[src/rtl/rf_pkg.sv]
// Shared widths, write-back FSM states and the destination decode helper
// used by the register-file write-back arbiter and its holding slots.
package rf_pkg;

  localparam int RF_DATA_W = 32;
  localparam int RF_ADDR_W = 4;
  localparam int RF_NREG   = 16;

  typedef enum logic [1:0] {
    IDLE  = 2'd0,
    ISSUE = 2'd1,
    GAP   = 2'd2
  } wb_state_e;

  function automatic logic [RF_NREG-1:0] onehot16(input logic [RF_ADDR_W-1:0] dsel);
    logic [RF_NREG-1:0] v;
    v       = '0;
    v[dsel] = 1'b1;
    return v;
  endfunction

endpackage

[src/rtl/rf_wb_slot.sv]
// One-entry write-back holding slot: destination, data, full flag and an
// "older" flag marking that this entry was accepted before the other slot's.
module rf_wb_slot
  import rf_pkg::*;
#(
  parameter int DATA_W = RF_DATA_W,
  parameter int ADDR_W = RF_ADDR_W
) (
  input  logic              clk,
  input  logic              clr,
  input  logic              in_valid,
  output logic              in_ready,
  input  logic [ADDR_W-1:0] in_dsel,
  input  logic [DATA_W-1:0] in_data,
  input  logic              grant,
  input  logic              other_accept,
  output logic              accept,
  output logic              full,
  output logic              older,
  output logic [ADDR_W-1:0] dsel,
  output logic [DATA_W-1:0] data
);

  logic              full_q, full_d;
  logic              older_q, older_d;
  logic [ADDR_W-1:0] dsel_q, dsel_d;
  logic [DATA_W-1:0] data_q, data_d;

  // A granted slot frees up on the same edge, so it may be refilled at once.
  assign in_ready = !clr && (!full_q || grant);
  assign accept   = in_valid && in_ready;

  always_comb begin
    full_d  = full_q;
    older_d = older_q;
    dsel_d  = dsel_q;
    data_d  = data_q;
    if (grant) begin
      full_d  = 1'b0;
      older_d = 1'b0;
    end
    if (accept) begin
      // A fresh entry is never older than anything already waiting; a
      // same-edge acceptance in the other slot leaves both flags clear (tie).
      full_d  = 1'b1;
      older_d = 1'b0;
      dsel_d  = in_dsel;
      data_d  = in_data;
    end else if (full_q && !grant && other_accept) begin
      older_d = 1'b1;
    end
  end

  always_ff @(posedge clk) begin
    if (clr) begin
      full_q  <= 1'b0;
      older_q <= 1'b0;
      dsel_q  <= '0;
      data_q  <= '0;
    end else begin
      full_q  <= full_d;
      older_q <= older_d;
      dsel_q  <= dsel_d;
      data_q  <= data_d;
    end
  end

  assign full  = full_q;
  assign older = older_q;
  assign dsel  = dsel_q;
  assign data  = data_q;

endmodule

[src/rtl/rf_wb_arbiter.sv]
// Arbitrates two write-back producers onto the single register-file write port,
// issuing at most one write per IDLE/ISSUE/GAP sequence (one write per 3 cycles).
module rf_wb_arbiter
  import rf_pkg::*;
#(
  parameter int DATA_W = RF_DATA_W,
  parameter int ADDR_W = RF_ADDR_W,
  parameter int NREG   = RF_NREG,
  parameter int CNT_W  = 16
) (
  input  logic              CLK,
  input  logic              CLR,
  input  logic              a_valid,
  output logic              a_ready,
  input  logic [ADDR_W-1:0] a_dsel,
  input  logic [DATA_W-1:0] a_data,
  input  logic              b_valid,
  output logic              b_ready,
  input  logic [ADDR_W-1:0] b_dsel,
  input  logic [DATA_W-1:0] b_data,
  output logic              rf_dec_en,
  output logic [ADDR_W-1:0] rf_dsel,
  output logic [DATA_W-1:0] rf_in,
  output logic [NREG-1:0]   pend_mask,
  output logic [CNT_W-1:0]  wr_count,
  output logic              busy
);

  logic              a_full, a_older, a_accept;
  logic              b_full, b_older, b_accept;
  logic [ADDR_W-1:0] a_dsel_s, b_dsel_s;
  logic [DATA_W-1:0] a_data_s, b_data_s;
  logic              grant_a, grant_b;

  wb_state_e         state_q, state_d;
  logic              dec_en_q, dec_en_d;
  logic [ADDR_W-1:0] rf_dsel_q, rf_dsel_d;
  logic [DATA_W-1:0] rf_in_q, rf_in_d;
  logic [CNT_W-1:0]  wr_cnt_q, wr_cnt_d;
  logic              rr_last_b_q, rr_last_b_d;

  rf_wb_slot #(.DATA_W(DATA_W), .ADDR_W(ADDR_W)) u_slot_a (
    .clk          (CLK),
    .clr          (CLR),
    .in_valid     (a_valid),
    .in_ready     (a_ready),
    .in_dsel      (a_dsel),
    .in_data      (a_data),
    .grant        (grant_a),
    .other_accept (b_accept),
    .accept       (a_accept),
    .full         (a_full),
    .older        (a_older),
    .dsel         (a_dsel_s),
    .data         (a_data_s)
  );

  rf_wb_slot #(.DATA_W(DATA_W), .ADDR_W(ADDR_W)) u_slot_b (
    .clk          (CLK),
    .clr          (CLR),
    .in_valid     (b_valid),
    .in_ready     (b_ready),
    .in_dsel      (b_dsel),
    .in_data      (b_data),
    .grant        (grant_b),
    .other_accept (a_accept),
    .accept       (b_accept),
    .full         (b_full),
    .older        (b_older),
    .dsel         (b_dsel_s),
    .data         (b_data_s)
  );

  // Only full slot wins; otherwise the older one; on a tie, the side not granted last.
  always_comb begin
    grant_a = 1'b0;
    grant_b = 1'b0;
    if (state_q == IDLE) begin
      if (a_full && !b_full) begin
        grant_a = 1'b1;
      end else if (b_full && !a_full) begin
        grant_b = 1'b1;
      end else if (a_full && b_full) begin
        if (a_older)          grant_a = 1'b1;
        else if (b_older)     grant_b = 1'b1;
        else if (rr_last_b_q) grant_a = 1'b1;
        else                  grant_b = 1'b1;
      end
    end
  end

  always_comb begin
    state_d     = state_q;
    dec_en_d    = 1'b0;
    rf_dsel_d   = rf_dsel_q;
    rf_in_d     = rf_in_q;
    wr_cnt_d    = wr_cnt_q;
    rr_last_b_d = rr_last_b_q;
    case (state_q)
      IDLE: begin
        if (grant_a || grant_b) begin
          state_d     = ISSUE;
          dec_en_d    = 1'b1;
          rf_dsel_d   = grant_a ? a_dsel_s : b_dsel_s;
          rf_in_d     = grant_a ? a_data_s : b_data_s;
          wr_cnt_d    = wr_cnt_q + CNT_W'(1);
          rr_last_b_d = grant_b;
        end
      end
      // GAP forces the enable low so the decoder always sees a fresh rising edge.
      ISSUE:   state_d = GAP;
      GAP:     state_d = IDLE;
      default: state_d = IDLE;
    endcase
  end

  always_ff @(posedge CLK) begin
    if (CLR) begin
      state_q     <= IDLE;
      dec_en_q    <= 1'b0;
      rf_dsel_q   <= '0;
      rf_in_q     <= '0;
      wr_cnt_q    <= '0;
      rr_last_b_q <= 1'b1;
    end else begin
      state_q     <= state_d;
      dec_en_q    <= dec_en_d;
      rf_dsel_q   <= rf_dsel_d;
      rf_in_q     <= rf_in_d;
      wr_cnt_q    <= wr_cnt_d;
      rr_last_b_q <= rr_last_b_d;
    end
  end

  assign rf_dec_en = dec_en_q;
  assign rf_dsel   = rf_dsel_q;
  assign rf_in     = rf_in_q;
  assign wr_count  = wr_cnt_q;
  assign busy      = a_full || b_full || (state_q != IDLE);

  // The ISSUE term keeps a destination pending until its write edge has passed.
  assign pend_mask = (a_full ? onehot16(a_dsel_s) : '0)
                   | (b_full ? onehot16(b_dsel_s) : '0)
                   | ((state_q == ISSUE) ? onehot16(rf_dsel_q) : '0);

endmodule

[config.mk]
export PLATFORM = sky130hd
export DESIGN_NAME = rf_wb_arbiter
export DESIGN_NICKNAME = d
export VERILOG_FILES = /design/src/rtl/rf_pkg.sv /design/src/rtl/rf_wb_slot.sv /design/src/rtl/rf_wb_arbiter.sv
export SDC_FILE = /design/constraint.sdc
export NUM_CORES = 1
export LEC_CHECK = 0
export CAP_MARGIN = 20
export CORE_MARGIN = 5
export CORE_UTILIZATION = 52
export CTS_CLUSTER_DIAMETER = 200
export CTS_CLUSTER_SIZE = 40
export DETAILED_ROUTE_END_ITERATION = 16
export PLACE_DENSITY = 0.86
export SYNTH_ARGS = -nofsm -noshare
export SYNTH_HDL_FRONTEND = slang
export SYNTH_SLANG_ARGS = --single-unit
[constraint.sdc]
create_clock -name CLK -period 5.61 [get_ports CLK]
set_clock_uncertainty 0.2 [all_clocks]
set_input_delay 1.4025 -clock CLK [delete_from_list [all_inputs] [get_ports CLK]]
set_output_delay 1.4025 -clock CLK [all_outputs]
set_load 0.05 [all_outputs]
==> metrics.md <==
| Metric | Value |
|---|---|
| Worst-case vdd ir drop | 0.206 mV |
| Remaining global-route overflow | 0 |
| Number of synthesized flops with an enable pin | 0 |
| Number of diodes added for antenna fixing | 0 |
| Number of buffers on the longest clock path | 2 |
| Result of the run | completed |
| Leading area contributor after synthesis | dfxtp_1 |
| Worst path required time | 4010 ps |
| Number of buffers added on ports | 147 |
| Die H | ~110 µm |
| Ranking of synthesized cells by area | dfxtp_1 47%, o2bb2ai_1 11%, mux2_2 7.2% |
| Count of mapped cells out of synthesis | 579 |
| Post-synthesis to final-layout area growth | 38.1% |
| Avg WL per Cell | 18.7 µm |
| Insertion delay of the later-clocked pin in the worst-skew pair | 520 ps |
| Largest net degree at the start of global routing | 61 |
| Post-CTS setup buffer count | 0 |
| Critical path arrival | roughly 3000 ps |
| Horizontal die dimension | approximately 110 µm |
| Flops & latches, synth | between 100 and 150 |
| Nets in the synthesized netlist | roughly 660 |
| Number of fill cells in the layout | 798 |
| Endpoint of the worst setup timing path | b_ready |
| Max Freq | 0.218 GHz |
| Total count of max-transition violations in the final report | 0 |
| Share of synthesized area occupied by flip-flops and latches | 46.8% |
| Floorplan Core Area | 0.0107 mm² |
| Synth Cell Area | 0.00565 mm² |
| CTS tree | done |
| Highest net fanout along the worst path | 39 |
| Most used standard cells in the synthesized netlist | 132 x dfxtp_1, 72 x o2bb2ai_1, 58 x nand3_1 |
| Worst setup EP type | primary output |
| Mean cell area of the mapped netlist | 9.75 µm² |
| Row Count | 38 |
| Worst-margin pin slew | roughly 1100 ps |
| Worst hold-check path type | reg -> reg |
| Pwr per Cell Area | 329 mW/mm² |
| Vias in the first global route | 5,161 |
| R2r endpoint | u_slot_a.data[26] |
| Async SR Flop Fraction | 0% |
| Detailed-route via count | between 5,000 and 6,000 |
| Share of final-layout standard cells stronger than drive strength 1 | between 10% and 20% |
| RSZ-0062 raised after global routing | false |
| Number of clock sinks | 132 |
| DRC violations left | 0 |
| Detail Route Antenna Nets | 0 |
| Global-route wire length before repair | 26,000 µm |
| Total length of routed wires | 16,000 µm |
| Total track usage | 24.7% |
| Post-cts repair resize count | 0 |
| Reg2reg path depth | 4 |
| Net count of the finished layout | 780 |
| Total number of yosys warnings | 0 |
| Leakage | 3.02 nW |
| Hold buffer count at cts | 0 |
| Minimum clock period | 4590 ps |
| Critical setup path kind | reg -> out |
| Critical R2R Launch | state_q[1] |
| RD Place Congestion | around 0.87 |
| Total die area | 0.0130 mm² |
| Critical Path Start Type | register |
| Post-route fraction of the period consumed by the critical path | 81.9% |
| Number of instances in the placed design | 823 |
| Starting DRT DRC Count | approximately 350 |
| Number of buffers created by CTS | 17 |
| Number of levels the H-tree was split into | 4 |
| Top FF cell, synth | dfxtp_1 |
| Portion of synthesized cell area occupied by the leading cell type | a little under half |
| Initial core utilization | 52.6% |
| Number of antenna violations at the first check in global routing | 0 |
| Hold Fails Final Rpt | 0 |
| Count of cell types in the netlist | 44 |
| Sum Neg Setup Slack | 0 ps |
| Max-slew headroom | 29.7% |
| Reg clk slew, reported paths | 60 ps |
| Number of maximum-capacitance violations | 0 |
| Cell at the root of the clock tree | clkbuf_8 |
| Detail Placement HPWL | slightly above 10,000 µm |
| Most numerous cell in the Yosys netlist | dfxtp_1 |
| Count of non-filler cells in the finished layout | 856 |
| Mean number of vias per cell | 5.86 |
| Reg-to-reg slack, setup | approximately 2800 ps |
| Number of detailed-route iterations in the first pass | 5 |
| Count of boundary I/O pins | 148 |
| Setup-violating endpoint count in the final report | 0 |
| Critical path origin | rr_last_b_q |
kinds of logic (layout without fill, tap and decap cells):
family	Yosys count	in the layout	share of synthesized area, %
fa+ha+maj	1	1	0.221
flops	132	132	46.8
buf+inv	58	195	4.21
compound gates	121	121	16.9
xor+xnor	6	6	0.930
mux	72	72	13.6
simple gates	189	189	17.4
final cells by class:
cell class / instances / area (µm²) / area share, %
Inverter: 10 / 37.5 / 0.481
Clock inverter: 13 / 183 / 2.34
Clock buffer: 19 / 432 / 5.54
Sequential cell: 132 / 2640 / 33.9
Timing Repair Buffer: 153 / 1530 / 19.6
Multi-Input combinational cell: 389 / 2800 / 35.9
Tap cell: 140 / 175 / 2.25
worst min path at each step:
stage	start	end	slack (ps)	depth (start not counted)
floorplan	u_slot_b.data[0]	u_slot_b.data[0]	230	1
global placement	u_slot_b.data[17]	u_slot_b.data[17]	240	1
detailed placement	rf_in[16]	rf_in[16]	250	1
CTS	u_slot_b.data[11]	u_slot_b.data[11]	270	1
global route	u_slot_b.data[28]	u_slot_b.data[28]	280	1
finish	u_slot_b.data[4]	u_slot_b.data[4]	260	1
metal layers:
metal | track usage, % | part of all wire, %
met1 | 30.5 | 41
met2 | 41.2 | 48
met3 | 6.55 | 8.9
met4 | 9.90 | 1.8
met5 | 0 | 0
report_power, final:
group | leakage [nW] | internal, mW | total [mW] | switching [mW]
Clock | 0.290 | 0.732 | 1.15 | 0.415
Combinational | 1.65 | 0.162 | 0.379 | 0.217
Sequential | 1.08 | 0.995 | 1.04 | 0.0424
Total | 3.02 | 1.89 | 2.56 | 0.675
layout by cell type (no fill, tap or decap), drive strengths merged, types with 10 or more instances in the layout:
master and instances:
a21oi 14, clkbuf 19, clkdlybuf4s50 145, dfxtp 132
inv 10, mux2 36, mux2i 36, nand2 33
nand3 58, nor2 21, nor2b 44, o2bb2ai 72
worst max-delay path, cell delays in order (launching register included):
cell,delay (ps)
dfxtp_1,310
nor2b_1,170
o21ai_0,610
a21oi_4,110
buf_4,310
nor2_1,140
clkdlybuf4s50_1,810
metrics by stage:
stage	util [%]	cell area [µm²]	worst slack (ps)	hold slack, ps	total power [mW]
2_1_floorplan	-	5650	1260	232	1.28
3_3_place_gp	66.6	7160	1510	244	1.42
3_5_place_dp	66.6	7160	1530	246	1.43
4_1_cts	72.3	7770	1000	266	2.57
5_1_grt	72.6	7800	883	281	2.65
6_report	72.6	7800	1020	264	2.56
sequential cells by signal, indices dropped and copies added, names as in the netlist, 2 cells and up:
name	cells
state_q	2
rf_in	32
u_slot_b.data	32
u_slot_a.data	32
wr_count	16
rf_dsel	4
u_slot_b.dsel	4
u_slot_a.dsel	4
Note: power is estimated with default switching activity, not from simulation.
